$ cat src/rtl/mips_mem_pkg.sv
// Shared types for the unified instruction/data memory arbiter.
// Holds the arbiter state encoding and the timeout fill word.
package mips_mem_pkg;

    typedef enum logic [1:0] {
        IDLE   = 2'd0,
        IF_ACC = 2'd1,
        DM_ACC = 2'd2,
        DONE   = 2'd3
    } arb_state_t;

    localparam logic [31:0] TIMEOUT_FILL = 32'h0;

endpackage

$ cat src/rtl/mem_arb_timer.sv
// Ack-wait counter: counts access cycles without mem_ack and
// flags the cycle in which the count reaches ACK_TIMEOUT.
module mem_arb_timer #(
    parameter int ACK_TIMEOUT = 255
) (
    input  logic clk,
    input  logic reset,
    input  logic clr,
    input  logic en,
    output logic expired
);

    localparam int CW = $clog2(ACK_TIMEOUT + 1);
    localparam logic [CW-1:0] LAST = CW'(ACK_TIMEOUT - 1);

    logic [CW-1:0] r_cnt;

    always_ff @(posedge clk or negedge reset) begin
        if (!reset) begin
            r_cnt <= '0;
        end else if (clr) begin
            r_cnt <= '0;
        end else if (en) begin
            r_cnt <= r_cnt + 1'b1;
        end
    end

    // The increment that lands on ACK_TIMEOUT is the expiring one.
    assign expired = en && (r_cnt == LAST);

endmodule

$ cat src/rtl/mem_arbiter.sv
// Fetch/data arbiter in front of a single-port unified memory,
// with starvation guard for fetch and a sticky ack-timeout flag.
module mem_arbiter
    import mips_mem_pkg::*;
#(
    parameter int STARVE_MAX  = 4,
    parameter int ACK_TIMEOUT = 255
) (
    input  logic        clk,
    input  logic        reset,
    input  logic        if_req,
    input  logic [31:0] if_addr,
    output logic [31:0] if_rdata,
    output logic        if_ready,
    input  logic        dm_req,
    input  logic        dm_we,
    input  logic [31:0] dm_addr,
    input  logic [31:0] dm_wdata,
    output logic [31:0] dm_rdata,
    output logic        dm_ready,
    output logic        mem_req,
    output logic        mem_we,
    output logic [31:0] mem_addr,
    output logic [31:0] mem_wdata,
    input  logic [31:0] mem_rdata,
    input  logic        mem_ack,
    output logic        busy,
    output logic        err
);

    localparam int SW = $clog2(STARVE_MAX + 1);
    localparam logic [SW-1:0] STARVE_TOP = SW'(STARVE_MAX);

    arb_state_t  r_state;
    logic [SW-1:0] r_starve;
    logic        r_mem_req;
    logic        r_mem_we;
    logic [31:0] r_mem_addr;
    logic [31:0] r_mem_wdata;
    logic [31:0] r_if_rdata;
    logic [31:0] r_dm_rdata;
    logic        r_if_ready;
    logic        r_dm_ready;
    logic        r_err;

    logic        w_access;
    logic        w_pick_dm;
    logic        w_tmr_clr;
    logic        w_tmr_en;
    logic        w_expired;
    logic [31:0] w_fill;
    logic [SW-1:0] w_starve_inc;

    assign w_access  = (r_state == IF_ACC) || (r_state == DM_ACC);
    assign w_pick_dm = dm_req && (!if_req || (r_starve < STARVE_TOP));
    assign w_tmr_clr = (r_state == IDLE);
    assign w_tmr_en  = w_access && !mem_ack;
    assign w_fill    = mem_ack ? mem_rdata : TIMEOUT_FILL;
    assign w_starve_inc = (r_starve == STARVE_TOP) ? r_starve
                                                   : r_starve + 1'b1;

    mem_arb_timer #(
        .ACK_TIMEOUT(ACK_TIMEOUT)
    ) u_timer (
        .clk    (clk),
        .reset  (reset),
        .clr    (w_tmr_clr),
        .en     (w_tmr_en),
        .expired(w_expired)
    );

    always_ff @(posedge clk or negedge reset) begin
        if (!reset) begin
            r_state     <= IDLE;
            r_starve    <= '0;
            r_mem_req   <= 1'b0;
            r_mem_we    <= 1'b0;
            r_mem_addr  <= '0;
            r_mem_wdata <= '0;
            r_if_rdata  <= '0;
            r_dm_rdata  <= '0;
            r_if_ready  <= 1'b0;
            r_dm_ready  <= 1'b0;
            r_err       <= 1'b0;
        end else begin
            r_if_ready <= 1'b0;
            r_dm_ready <= 1'b0;
            unique case (r_state)
                IDLE: begin
                    if (w_pick_dm) begin
                        r_state     <= DM_ACC;
                        r_mem_req   <= 1'b1;
                        r_mem_we    <= dm_we;
                        r_mem_addr  <= dm_addr;
                        r_mem_wdata <= dm_wdata;
                        r_starve    <= if_req ? w_starve_inc : '0;
                    end else if (if_req) begin
                        r_state     <= IF_ACC;
                        r_mem_req   <= 1'b1;
                        r_mem_we    <= 1'b0;
                        r_mem_addr  <= if_addr;
                        r_mem_wdata <= '0;
                        r_starve    <= '0;
                    end
                end
                IF_ACC, DM_ACC: begin
                    if (mem_ack || w_expired) begin
                        r_state   <= DONE;
                        r_mem_req <= 1'b0;
                        if (w_expired) begin
                            r_err <= 1'b1;
                        end
                        if (r_state == DM_ACC) begin
                            r_dm_ready <= 1'b1;
                            // Acked writes keep the last read word.
                            if (!mem_ack || !r_mem_we) begin
                                r_dm_rdata <= w_fill;
                            end
                        end else begin
                            r_if_ready <= 1'b1;
                            r_if_rdata <= w_fill;
                        end
                    end
                end
                DONE: begin
                    r_state <= IDLE;
                end
                default: begin
                    r_state <= IDLE;
                end
            endcase
        end
    end

    assign mem_req   = r_mem_req;
    assign mem_we    = r_mem_we;
    assign mem_addr  = r_mem_addr;
    assign mem_wdata = r_mem_wdata;
    assign if_rdata  = r_if_rdata;
    assign dm_rdata  = r_dm_rdata;
    assign if_ready  = r_if_ready;
    assign dm_ready  = r_dm_ready;
    assign busy      = (r_state != IDLE);
    assign err       = r_err;

endmodule

$ cat config.mk
export PLATFORM = sky130hd
export DESIGN_NAME = mem_arbiter
export DESIGN_NICKNAME = d
export VERILOG_FILES = /design/src/rtl/mips_mem_pkg.sv /design/src/rtl/mem_arb_timer.sv /design/src/rtl/mem_arbiter.sv
export SDC_FILE = /design/constraint.sdc
export NUM_CORES = 1
export LEC_CHECK = 0
export CAP_MARGIN = 25
export CORE_ASPECT_RATIO = 2
export CORE_MARGIN = 8
export CORE_UTILIZATION = 25
export CTS_BUF_LIST = sky130_fd_sc_hd__clkbuf_2 sky130_fd_sc_hd__clkbuf_4 sky130_fd_sc_hd__clkbuf_8
export DETAILED_ROUTE_END_ITERATION = 8
export GPL_TIMING_DRIVEN = 0
export PLACE_DENSITY = 0.54
export SLEW_MARGIN = 20
export SYNTH_ARGS = -nofsm -noshare
export SYNTH_HDL_FRONTEND = slang
export SYNTH_SLANG_ARGS = --single-unit
$ cat constraint.sdc
create_clock -name clk -period 2 [get_ports clk]
set_clock_uncertainty 0.15 [all_clocks]
set_input_delay 0.3 -clock clk [delete_from_list [all_inputs] [get_ports clk]]
set_output_delay 0.3 -clock clk [all_outputs]
set_load 0.03 [all_outputs]
==> summary.md <==
| Metric | Value |
|---|---|
| Status | `finished, final reports clean` |
| Nets | `917` |
| GR Util met1 | `0.142` |
| WP data required | `1.55 ns` |
| Final hold viol count | `0` |
| Post-synth top flop | `dfrtp_1` |
| Placement row count | `80` |
| M3 GR Usage | `0.0624` |
| GR Layer Usage met2 | `0.280` |
| RSZ-0062 raised after global routing | `false` |
| Final slew viol count | `0` |
| Dpl ws | `-0.405 ns` |
| RR Startpoint | `r_state[1]$_DFFE_PN0P_` |
| Vias | `5049` |
| R2R cell count | `7` |
| Area of the die | `0.0297 mm^2` |
| Delay-heaviest family, CP | `buffers and inverters` |
| Relative slew slack | `0.615` |
| R2R Setup Slk | `0.13 ns` |
| Initial core utilization | `0.254` |
| Largest area contributor in the netlist | `dfrtp_1` |
| Most common cell in the netlist | `dfrtp_1` |
| Maxcap violations | `0` |
| Critical Path Source Type | `flop` |
| CTS sink cnt | `146` |
| DRC | `0` |
| Smallest setup slack after layout | `0.0922 ns` |
| Area grow syn2layout | `57.5%` |
| Core ar. | `0.0238 mm^2` |
| Cell variety after synth | `32` |
| Synth Area per Inst | `12.4 um^2` |
| Syn Nets | `626` |
| Die Ht | `236 um` |
| Post-Route WL | `21500 um` |
| Clock transition at path regs | `0.08 ns` |
| First-pass GRT wire length | `34100 um` |
| Clock root cell | `clkbuf_8` |
| Crit path max fanout | `1` |
| Pin count of the biggest net entering global routing | `91` |
| Synth top area share | `0.604` |
| Max clock buf depth | `2` |
| Grt total ovfl | `0` |
| Final GP Congestion | `0.740` |
| Slowest stage cell, crit path | `clkdlybuf4s50_1` |
| Min Hold Slack | `0.183 ns` |
| WP buf/inv | `1` |
| Num CTS Buffers | `17` |
| Ranking of synthesized cells by area | `dfrtp_1 60%, a22o_1 19%, mux2i_1 5.3%` |
| H-tree Lvls | `4` |
| Antenna violations before repair | `1` |
| Achievable Freq | `524 MHz` |
| Critical-path cell list | `clkdlybuf4s50_1` |
| Leak | `4.53 nW` |
| Fraction of layout cells with a size suffix above 1 | `0.101` |
| I/O Pins | `268` |
| Final Critical Period | `1.91 ns` |
| Register area share after synthesis | `0.604` |
| # port buffers | `267` |
| Pwr dens | `1670 mW/mm^2` |
| Peak VDD IR | `0.702 mV` |
| DP Area | `0.00911 mm^2` |
| RR Endpoint | `r_state[0]$_DFFE_PN0P_` |
| Worst-Skew Late Latency | `0.47 ns` |
| Worst Tran Pin Value | `0.578 ns` |
| Tcrit/Tclk final | `0.954` |
| Final HPWL DP | `16600 um` |
| Synth Register Bits | `146` |
| DRT antenna net count | `0` |
| Number of synthesized flops with an enable pin | `0` |
| Most used routing layer in global routing | `met2` |
| DRT Pass-1 Iters | `4` |
| Final setup fails | `0` |
| Finished Cell Area | `0.00952 mm^2` |
| CP peak stage delay | `0.66 ns` |
| Initial DRC count | `172` |
| CTS tree | `built` |
| Setup crit end kind | `output pin` |
| Ys Warns | `0` |
| Routed WL per cell | `20.0 um` |
| Mapped Area | `0.00604 mm^2` |
| Vias per cell | `4.68` |
| Worst hold path class | `in -> async` |
| Most frequent cells after synthesis | `146 x dfrtp_1, 130 x a22o_1, 41 x nand2_1, 35 x o21ai_0, 32 x mux2i_1` |
| Vias in the first global route | `5761` |
| Tot GR Track Use | `0.150` |
| Worst EP arrival | `1.46 ns` |
| Die X | `126 um` |
| Cells after synthesis | `486` |
| Asr flop ratio synth | `1.00` |
| Critical path class | `reg -> out` |
-- metal layers --
metal	wire (um)	up-vias
met5	0	-
met4	428	0
met3	1660	18
met2	11900	195
met1	7530	2452
li1	-	2384
-- final cells by class --
| type | count | area, um^2 |
|---|---|---|
| antenna | 1 | 2.50 |
| buffer | 40 | 235 |
| clock buffer | 18 | 248 |
| clock inverter | 14 | 209 |
| fill | 2420 | 14300 |
| inverter | 8 | 30.0 |
| multi-input combinational | 291 | 2200 |
| sequential | 146 | 3650 |
| tap | 287 | 359 |
| timing repair buffer | 273 | 2590 |
-- worst reg2reg max path: stages, from the launching register on --
cell      delay (ns)
dfrtp_1         0.37
inv_1           0.08
ha_4            0.31
nor2b_1         0.13
clkbuf_4        0.18
o21ai_1         0.10
nand2_1         0.11
mux2_2          0.33
-- kinds of logic (layout without fill, tap and decap cells) --
kind of cell,after synthesis,in the layout,synth area share
xor+xnor,6,6,0.00870
fa+ha+maj,6,6,0.0124
simple gates,69,69,0.0493
compound gates,176,176,0.230
buf+inv,49,353,0.0381
flops,146,146,0.604
other cells,0,1,0
mux,34,34,0.0567
-- how the worst max path moves through the flow --
stage,depth (start not counted),start,end
floorplan,7,r_state[1]$_DFFE_PN0P_,r_state[0]$_DFFE_PN0P_
global placement,1,reset,mem_wdata[17]$_DFFE_PN0P_
detailed placement,5,if_req,mem_addr[26]$_DFFE_PN0P_
CTS,7,u_timer.r_cnt[0]$_DFFE_PN0P_,dm_rdata[20]$_DFFE_PN0P_
global route,7,u_timer.r_cnt[0]$_DFFE_PN0P_,if_rdata[10]$_DFFE_PN0P_
finish,1,if_ready$_DFF_PN0_,if_ready
-- power breakdown --
group / total [mW] / leakage (nW) / internal [mW] / switching (mW)
Sequential: 5.00 / 1.79 / 4.25 / 0.743
Combinational: 8.16 / 2.51 / 3.16 / 5.01
Clock: 2.72 / 0.221 / 1.51 / 1.21
Total: 15.9 / 4.53 / 8.92 / 6.96
-- what timing repair did --
item / in CTS / in global routing
setup endpoints to repair: 224 / 115
buffers inserted: 0 / 3
gates resized for setup: 141 / 32
hold endpoints to repair: 56 / 0
hold buffers: 1 / 0
cloned: 0 / 1
-- state kept, by name, indices dropped and copies added (netlist names) --
name           cells
mem_we             1
err                1
r_starve           3
dm_ready           1
mem_req            1
u_timer.r_cnt      8
if_ready           1
r_state            2
dm_rdata          32
mem_addr          32
if_rdata          32
mem_wdata         32
-- cells in the final DEF (no fill, tap or decap), types with 8 or more instances in the layout --
master,count
dfrtp_1,146
clkdlybuf4s50_1,133
a22o_1,130
dlygate4sd2_1,130
nand2_1,40
o21ai_0,34
mux2i_1,32
clkbuf_8,18
buf_4,12
nor2_1,11
buf_2,10
inv_1,8
clkbuf_1,8
clkbuf_2,8
-- through the flow --
step	power, mW	utilization	setup TNS, ns	instances
after floorplan	10.1	-	0	486
after global placement	14.0	0.381	-880.00	1040
after detailed placement	14.1	0.382	-20.62	1041
after CTS	16.1	0.396	-0.711	1074
after global routing	16.9	0.400	0	1078
final	15.9	0.400	0	1078
Note: power is estimated with default switching activity, not from simulation.
